File: src/rtl/trap_ctrl.sv
// trap_ctrl -- machine-mode trap sequencer.
//
// Takes exceptions, mret and enabled machine interrupts. Each one runs a fixed
// sequence of writes through the single CSR write port and then issues one
// fetch redirect. Requests that arrive outside IDLE are dropped, not queued.
//
// Optional feature macro: TRAP_VECTORED_EN
//   When defined and mtvec[1:0]==2'b01, interrupts redirect to
//   base + 4*cause[3:0]. Exceptions always use the base address.
//
// Ports:
//   clk, rstn                 clock, async active-low reset
//   exc_req/cause/pc/tval     exception pulse and its payload from execute
//   mret_req                  mret pulse
//   irq_ext, irq_timer        level interrupt pending lines
//   irq_pc                    return address for interrupts
//   csr_mstatus/mie/mtvec/mepc current CSR values
//   csr_we/waddr/wdata        CSR write port (addr/data are 0 when we=0)
//   flush                     one-cycle pipeline flush at sequence start
//   busy                      sequence in progress
//   redirect_valid/pc         one-cycle fetch redirect
// All outputs are registered.
module trap_ctrl (
  input  logic        clk,
  input  logic        rstn,
  input  logic        exc_req,
  input  logic [3:0]  exc_cause,
  input  logic [31:0] exc_pc,
  input  logic [31:0] exc_tval,
  input  logic        mret_req,
  input  logic        irq_ext,
  input  logic        irq_timer,
  input  logic [31:0] irq_pc,
  input  logic [31:0] csr_mstatus,
  input  logic [31:0] csr_mie,
  input  logic [31:0] csr_mtvec,
  input  logic [31:0] csr_mepc,
  output logic        csr_we,
  output logic [11:0] csr_waddr,
  output logic [31:0] csr_wdata,
  output logic        flush,
  output logic        busy,
  output logic        redirect_valid,
  output logic [31:0] redirect_pc
);

  localparam logic [2:0] IDLE    = 3'd0;
  localparam logic [2:0] W_EPC   = 3'd1;
  localparam logic [2:0] W_CAUSE = 3'd2;
  localparam logic [2:0] W_TVAL  = 3'd3;
  localparam logic [2:0] W_STAT  = 3'd4;
  localparam logic [2:0] M_STAT  = 3'd5;
  localparam logic [2:0] REDIR   = 3'd6;

  localparam logic [11:0] A_MSTATUS = 12'h300;
  localparam logic [11:0] A_MEPC    = 12'h341;
  localparam logic [11:0] A_MCAUSE  = 12'h342;
  localparam logic [11:0] A_MTVAL   = 12'h343;

  logic [2:0]  state;
  logic [31:0] cause_q, tval_q;

  // IDLE arbitration: exception > mret > external irq > timer irq
  logic        take_trap, take_mret;
  logic [31:0] t_cause, t_epc, t_tval;

  always_comb begin
    take_trap = 1'b0;
    take_mret = 1'b0;
    t_cause   = 32'h0;
    t_epc     = 32'h0;
    t_tval    = 32'h0;
    if (exc_req) begin
      take_trap = 1'b1;
      t_cause   = {28'b0, exc_cause};
      t_epc     = exc_pc;
      t_tval    = exc_tval;
    end else if (mret_req) begin
      take_mret = 1'b1;
    end else if (irq_ext & csr_mie[11] & csr_mstatus[3]) begin
      take_trap = 1'b1;
      t_cause   = 32'h8000000B;
      t_epc     = irq_pc;
    end else if (irq_timer & csr_mie[7] & csr_mstatus[3]) begin
      take_trap = 1'b1;
      t_cause   = 32'h80000007;
      t_epc     = irq_pc;
    end
  end

  // mstatus on trap entry: MPIE<-MIE, MIE<-0, MPP<-M
  logic [31:0] stat_trap, stat_mret;
  always_comb begin
    stat_trap        = csr_mstatus;
    stat_trap[7]     = csr_mstatus[3];
    stat_trap[3]     = 1'b0;
    stat_trap[12:11] = 2'b11;
    stat_mret        = csr_mstatus;
    stat_mret[3]     = csr_mstatus[7];
    stat_mret[7]     = 1'b1;
    stat_mret[12:11] = 2'b11;
  end

  logic [31:0] trap_tgt;
  always_comb begin
    trap_tgt = {csr_mtvec[31:2], 2'b00};
`ifdef TRAP_VECTORED_EN
    if (csr_mtvec[1:0] == 2'b01 && cause_q[31])
      trap_tgt = {csr_mtvec[31:2], 2'b00} + {26'b0, cause_q[3:0], 2'b00};
`else
    trap_tgt = {csr_mtvec[31:2], 2'b00};
`endif
  end

  // Outputs are registered: each transition loads the outputs of the state
  // being entered, so they appear in the cycle that state occupies.
  always_ff @(posedge clk or negedge rstn) begin
    if (!rstn) begin
      state          <= IDLE;
      cause_q        <= 32'h0;
      tval_q         <= 32'h0;
      csr_we         <= 1'b0;
      csr_waddr      <= 12'h0;
      csr_wdata      <= 32'h0;
      flush          <= 1'b0;
      busy           <= 1'b0;
      redirect_valid <= 1'b0;
      redirect_pc    <= 32'h0;
    end else begin
      csr_we         <= 1'b0;
      csr_waddr      <= 12'h0;
      csr_wdata      <= 32'h0;
      flush          <= 1'b0;
      redirect_valid <= 1'b0;
      redirect_pc    <= 32'h0;
      case (state)
        IDLE: begin
          if (take_trap) begin
            state     <= W_EPC;
            cause_q   <= t_cause;
            tval_q    <= t_tval;
            csr_we    <= 1'b1;
            csr_waddr <= A_MEPC;
            csr_wdata <= {t_epc[31:2], 2'b00};
            flush     <= 1'b1;
            busy      <= 1'b1;
          end else if (take_mret) begin
            state     <= M_STAT;
            csr_we    <= 1'b1;
            csr_waddr <= A_MSTATUS;
            csr_wdata <= stat_mret;
            flush     <= 1'b1;
            busy      <= 1'b1;
          end
        end
        W_EPC: begin
          state     <= W_CAUSE;
          csr_we    <= 1'b1;
          csr_waddr <= A_MCAUSE;
          csr_wdata <= cause_q;
        end
        W_CAUSE: begin
          state     <= W_TVAL;
          csr_we    <= 1'b1;
          csr_waddr <= A_MTVAL;
          csr_wdata <= tval_q;
        end
        W_TVAL: begin
          state     <= W_STAT;
          csr_we    <= 1'b1;
          csr_waddr <= A_MSTATUS;
          csr_wdata <= stat_trap;
        end
        W_STAT: begin
          state          <= REDIR;
          redirect_valid <= 1'b1;
          redirect_pc    <= trap_tgt;
        end
        M_STAT: begin
          state          <= REDIR;
          redirect_valid <= 1'b1;
          redirect_pc    <= csr_mepc;
        end
        REDIR: begin
          state <= IDLE;
          busy  <= 1'b0;
        end
        default: begin
          state <= IDLE;
          busy  <= 1'b0;
        end
      endcase
    end
  end

  // Bits of the inputs this block never looks at
  logic unused_ok;
  assign unused_ok = &{1'b0, csr_mie, csr_mtvec[1:0], exc_pc[1:0], irq_pc[1:0]};

endmodule

File: config.mk
export PLATFORM = sky130hd
export DESIGN_NAME = trap_ctrl
export DESIGN_NICKNAME = d
export VERILOG_FILES = /design/src/rtl/trap_ctrl.sv
export SDC_FILE = /design/constraint.sdc
export NUM_CORES = 1
export LEC_CHECK = 0
export BUFFER_PORTS_ARGS = -buffer_cell sky130_fd_sc_hd__buf_2
export CAP_MARGIN = 15
export CORE_AREA = 2 2 122 124
export CTS_CLUSTER_DIAMETER = 100
export DETAILED_ROUTE_END_ITERATION = 8
export DIE_AREA = 0 0 124 126
export PLACE_DENSITY = 0.71
export SLEW_MARGIN = 40
export SYNTH_ARGS = -nofsm -noshare
export SYNTH_HDL_FRONTEND = slang
export SYNTH_SLANG_ARGS = --single-unit
File: constraint.sdc
create_clock -name clk -period 4.9 [get_ports clk]
set_clock_uncertainty 0.05 [all_clocks]
set_input_delay 0.245 -clock clk [delete_from_list [all_inputs] [get_ports clk]]
set_output_delay 0.245 -clock clk [all_outputs]
set_load 0.1 [all_outputs]
== Word-level counts from Yosys, hierarchy flattened ==
Index checks and enable logic that the tools add are counted.

* Register bits after elaboration: 147
* Latch bits: 0
* RAM bits: 0
* ROM bits: 0
* Input port bits: 234
* Word-level logic and storage cells: 60
* Memories: 0

* Add/sub/neg operators: 0
* Multiply operators: 0
* Div/mod/pow operators: 0
* $lt $le $gt $ge: 0
* Equality and inequality tests: 6
* Shifts and indexed selects: 0
* Multiplexer cells: 33
* Bitwise gates (word level): 5
* Reductions and logical operators: 6

{| class="wikitable"
|+ Operators by type and width
! kind !! number
|-
| $mux 32 || 11
|-
| $pmux 32 s4 || 1
|-
| $pmux 32 s2 || 1
|-
| $pmux 10 s4 || 1
|-
| $mux 10 || 2
|-
| $pmux 3 s5 || 1
|-
| $mux 1 || 12
|-
| $eq 3x2->1 const B || 2
|-
| $eq 3x3->1 const B || 2
|-
| $mux 3 || 2
|-
| $reduce_or 5->1 || 1
|-
| $and 1x1->1 || 4
|-
| $pmux 1 s2 || 2
|-
| $reduce_and 2->1 || 2
|-
| $eq 3x1->1 const B || 1
|-
| $logic_not 3->1 || 1
|-
| $ne 3x3->1 const B || 1
|-
| $reduce_or 3->1 || 1
|-
| $reduce_or 2->1 || 1
|-
| $not 1->1 || 1
|}

== Depth between registers and ports, before layout ==
* Depth after elaboration: 8
* Mapped depth: 6
* Depth with buffers taken out: 4

== Worst setup path before layout ==
OpenSTA, ideal clock, no wires.

* Path type: register to output
* From: reg, netlist name csr_waddr[8]
* To: out csr_waddr[9]
* Arrival: 1.324 ns
* Required time: 4.605 ns
* Slack: 3.281 ns
* Cell stages (with the launch flop): 2
* Buffers on the path: 1
* Path through: dfrtp_1 > buf_4

{| class="wikitable"
|+ RTL lines
! item !! RTL line !! source
|-
| end: declaration || 39 || <nowiki>output logic [11:0] csr_waddr,</nowiki>
|}

== Final worst setup path ==
* From: reg state[0]
* To: reg cause_q[3]

* Longest elaborated chain between the ends: 2

{| class="wikitable"
|+ Ends and longest elaborated chain
! item !! RTL line !! source
|-
| start: declaration || 60 || <nowiki>logic [2:0] state;</nowiki>
|-
| start signal: assignment || 119 || <nowiki>state <= IDLE;</nowiki>
|-
| start signal: assignment || 139 || <nowiki>state <= W_EPC;</nowiki>
|-
| start signal: assignment || 148 || <nowiki>state <= M_STAT;</nowiki>
|-
| $logic_not 3->1 || 136 || <nowiki>case (state)</nowiki>
|-
| $reduce_and 2->1 (no source line) || - ||
|-
| end signal: assignment || 140 || <nowiki>cause_q <= t_cause;</nowiki>
|-
| end: declaration || 61 || <nowiki>logic [31:0] cause_q, tval_q;</nowiki>
|}

No other way between the ends.
A chain may end at the register's enable or synchronous reset.

==> results.md <==
- Status: finished clean
- TritonRoute pass-1 iters: 5
- Ys async rst share: 100.0%
- Number of global-route vias before repair: 4,891
- WP depth: 5
- Bufs on Longest Clock Path: 2
- Post_cts resized: 0
- Final Cycle Share: 50.48%
- Total negative slack: 0 ns
- Delay-heaviest family, CP: simple AND/OR/NAND/NOR gates
- Worst path slowest cell: nor2_2
- Pwr/cell area: ~800 nW/µm²
- Critical path arrival: 2.69 ns
- Total length of routed met3 wires: 1.339 mm
- Worst path max stage delay: 0.60 ns
- Root Driver: clkbuf_16
- CP bufs+invs: 1
- Minimum clock period: 2.473 ns
- #FFs+latches synth: approximately 110
- CP Capture Type: register
- Pin count of the biggest net entering global routing: 64
- Clock transition at the registers of the reported paths: 0.08 ns
- Crit path cell chain: or3_1 > nor2_2 > buf_4 > a22oi_1 > o211ai_1
- Flop2flop setup slack: between 2 and 2.5 ns
- First-pass GRT wire length: 25.55 mm
- Vert. Die Dim: 126 µm
- Highest Signal Layer: met5
- Initial Util: 34.49%
- Layout cells sized above 1: around 44%
- VDD IR-drop max: 0.5000 mV
- Cells after Synth: ~430
- Achievable Freq: 404.3 MHz
- CP Max Fanout: 19
- DR iter-0 viols: 319
- DR WL met2: 8.500 mm
- Critical path class: register to register
- Worst hold slack: roughly 0.047 ns
- Avg Cell Area, Syn: 11.43 µm²
- Area grow syn2layout: 35.38%
- DRT met1 WL: 6.659 mm
- Leak: 0.003448 µW
- Most frequent cells in the layout: buf_2, dfrtp_1, a22o_1, a22oi_1
- Final hold vios: 0
- Vias per Instance: roughly 5.5
- Hold Path Origin: exc_tval[19]
- Post-synth EDFFs: 0
- Synth cell types: 41
- Final Wtd Congestion: just under 0.9
- TritonCTS Sinks: 112
- Worst-skew pair later-pin latency: 0.35 ns
- Post-DR wirelength/cell: 19.49 µm
- Worst Hold Path EP: tval_q[19]
- Diode count: 0
- Antenna violations before repair: 1
- CP startpoint kind: register
- RSZ-0062 raised after global routing: no
- Count of final setup violators: 0
- Hold WC Path Type: primary input to register
- YS warnings: 0
- Worst R2R End: cause_q[3]
- Final Net Count: between 900 and 1k
- Core Footprint: 14,310 µm²
- Die width: between 100 and 150 µm
- Total CTS buffers: 9
- DIE AREA: 15,620 µm²
- Drt total wl: roughly 17 mm
- Ys flop type: dfrtp_1
- Postcts setup bufs: 0
- Commonest non-fill, non-tap cell in the layout: buf_2
- Worst R2R Start: state[0]
- Worst reg-to-reg path cell count: 5
- PortBufs: 268
- Worst-Margin Slew: 0.7217 ns
- GRT overflow: 0
- Synthesized area: 4937 µm²
- Post-route ant nets: 0
- Via count: 4,760
- Final routed DRC violation total: 0
- Hold-fix buffers, CTS: 1
- Seq/Total Area, Yosys: 56.77%
- GR Util All Layers: 21.32%
- Hpwl dp: between 10 and 15 mm
- Final Max Slew Viols: 0
- FP Rows: 44
- Fin util: 46.70%
- CTS tree: yes
- Slew HR: 51.83%
- I/O Pins: roughly 310
- # H-tree levels: 3
- Req. time, crit path: ~5.1 ns
- WHS Path Cells: 2
- Max Cap Viol: 0
-- per-layer routing --
| metal | global-route usage [%] | vias to the layer above |
|---|---|---|
| met3 | 4.574 | 30 |
| met1 | 25.66 | 2325 |
| met2 | 36.59 | 267 |
| li1 | - | 2136 |
| met5 | 0 | - |
| met4 | 8.989 | 2 |
-- power breakdown --
part	leakage (µW)	internal, µW	switching, µW
registers	0.00145	1310	208
logic	0.00185	583	2500
clock network	0.000144	402	357
-- layout make-up --
cell class	count	area (µm²)
fillers	1370	7630
clock inverters	7	78.83
multi-input cells	270	1914
well taps	184	230.2
clock buffers	9	225.2
repair buffers	275	1403
flip-flops and latches	112	2803
inverters	8	30.03
-- state kept, by name, summed over array words and instances, names as in the netlist --
signal          flops
tval_q             32
csr_waddr           4
csr_wdata          32
cause_q             5
flush               1
state               3
busy                1
redirect_valid      1
csr_we              1
redirect_pc        32
-- through the flow --
| stage | std cells | area (µm²) | worst slack [ns] | total power (µW) |
|---|---|---|---|---|
| 2_1_floorplan | 438 | 4960 | 3.281 | 4023 |
| 6_report | 865 | 6684 | 2.427 | 5365 |
| 5_1_grt | 865 | 6684 | 2.247 | 5588 |
| 3_3_place_gp | 848 | 6361 | 1.873 | 4573 |
| 3_5_place_dp | 848 | 6366 | 2.188 | 4621 |
| 4_1_cts | 865 | 6680 | 2.421 | 5388 |
-- synth_stat cells, types with 3 or more instances --
master | instances | area (µm²)
o22ai_1 | 6 | 37.54
nor2b_1 | 3 | 18.77
nand2_1 | 7 | 26.28
a22oi_1 | 52 | 390.4
dfrtp_1 | 112 | 2803
a31oi_1 | 3 | 18.77
inv_1 | 6 | 22.52
o21ai_0 | 20 | 100.1
o21ai_1 | 7 | 35.03
o21a_1 | 24 | 180.2
clkbuf_1 | 29 | 108.9
a21oi_1 | 5 | 25.02
buf_4 | 8 | 60.06
or4_1 | 24 | 180.2
buf_2 | 11 | 55.05
a22o_1 | 63 | 551.8
nand2b_1 | 3 | 18.77
nor2_1 | 16 | 60.06
-- worst max-delay path by stage --
stage	start	to	slack [ns]
6_report	state[0]	cause_q[3]	2.43
3_5_place_dp	exc_req	cause_q[3]	2.19
2_1_floorplan	csr_waddr[8]	csr_waddr[9]	3.28
5_1_grt	state[0]	cause_q[3]	2.25
3_3_place_gp	exc_req	cause_q[3]	1.87
4_1_cts	state[0]	cause_q[3]	2.42
-- cells by family (layout without fill, tap and decap cells) --
family / Yosys count / count (layout) / synth area share [%]
flops: 112 / 112 / 56.77
simple gates: 67 / 67 / 8.008
other cells: 1 / 7 / 0.07595
compound gates: 194 / 194 / 29.60
mux: 2 / 2 / 0.4055
buf+inv: 56 / 299 / 5.144
(Power assumes the default switching activity.)
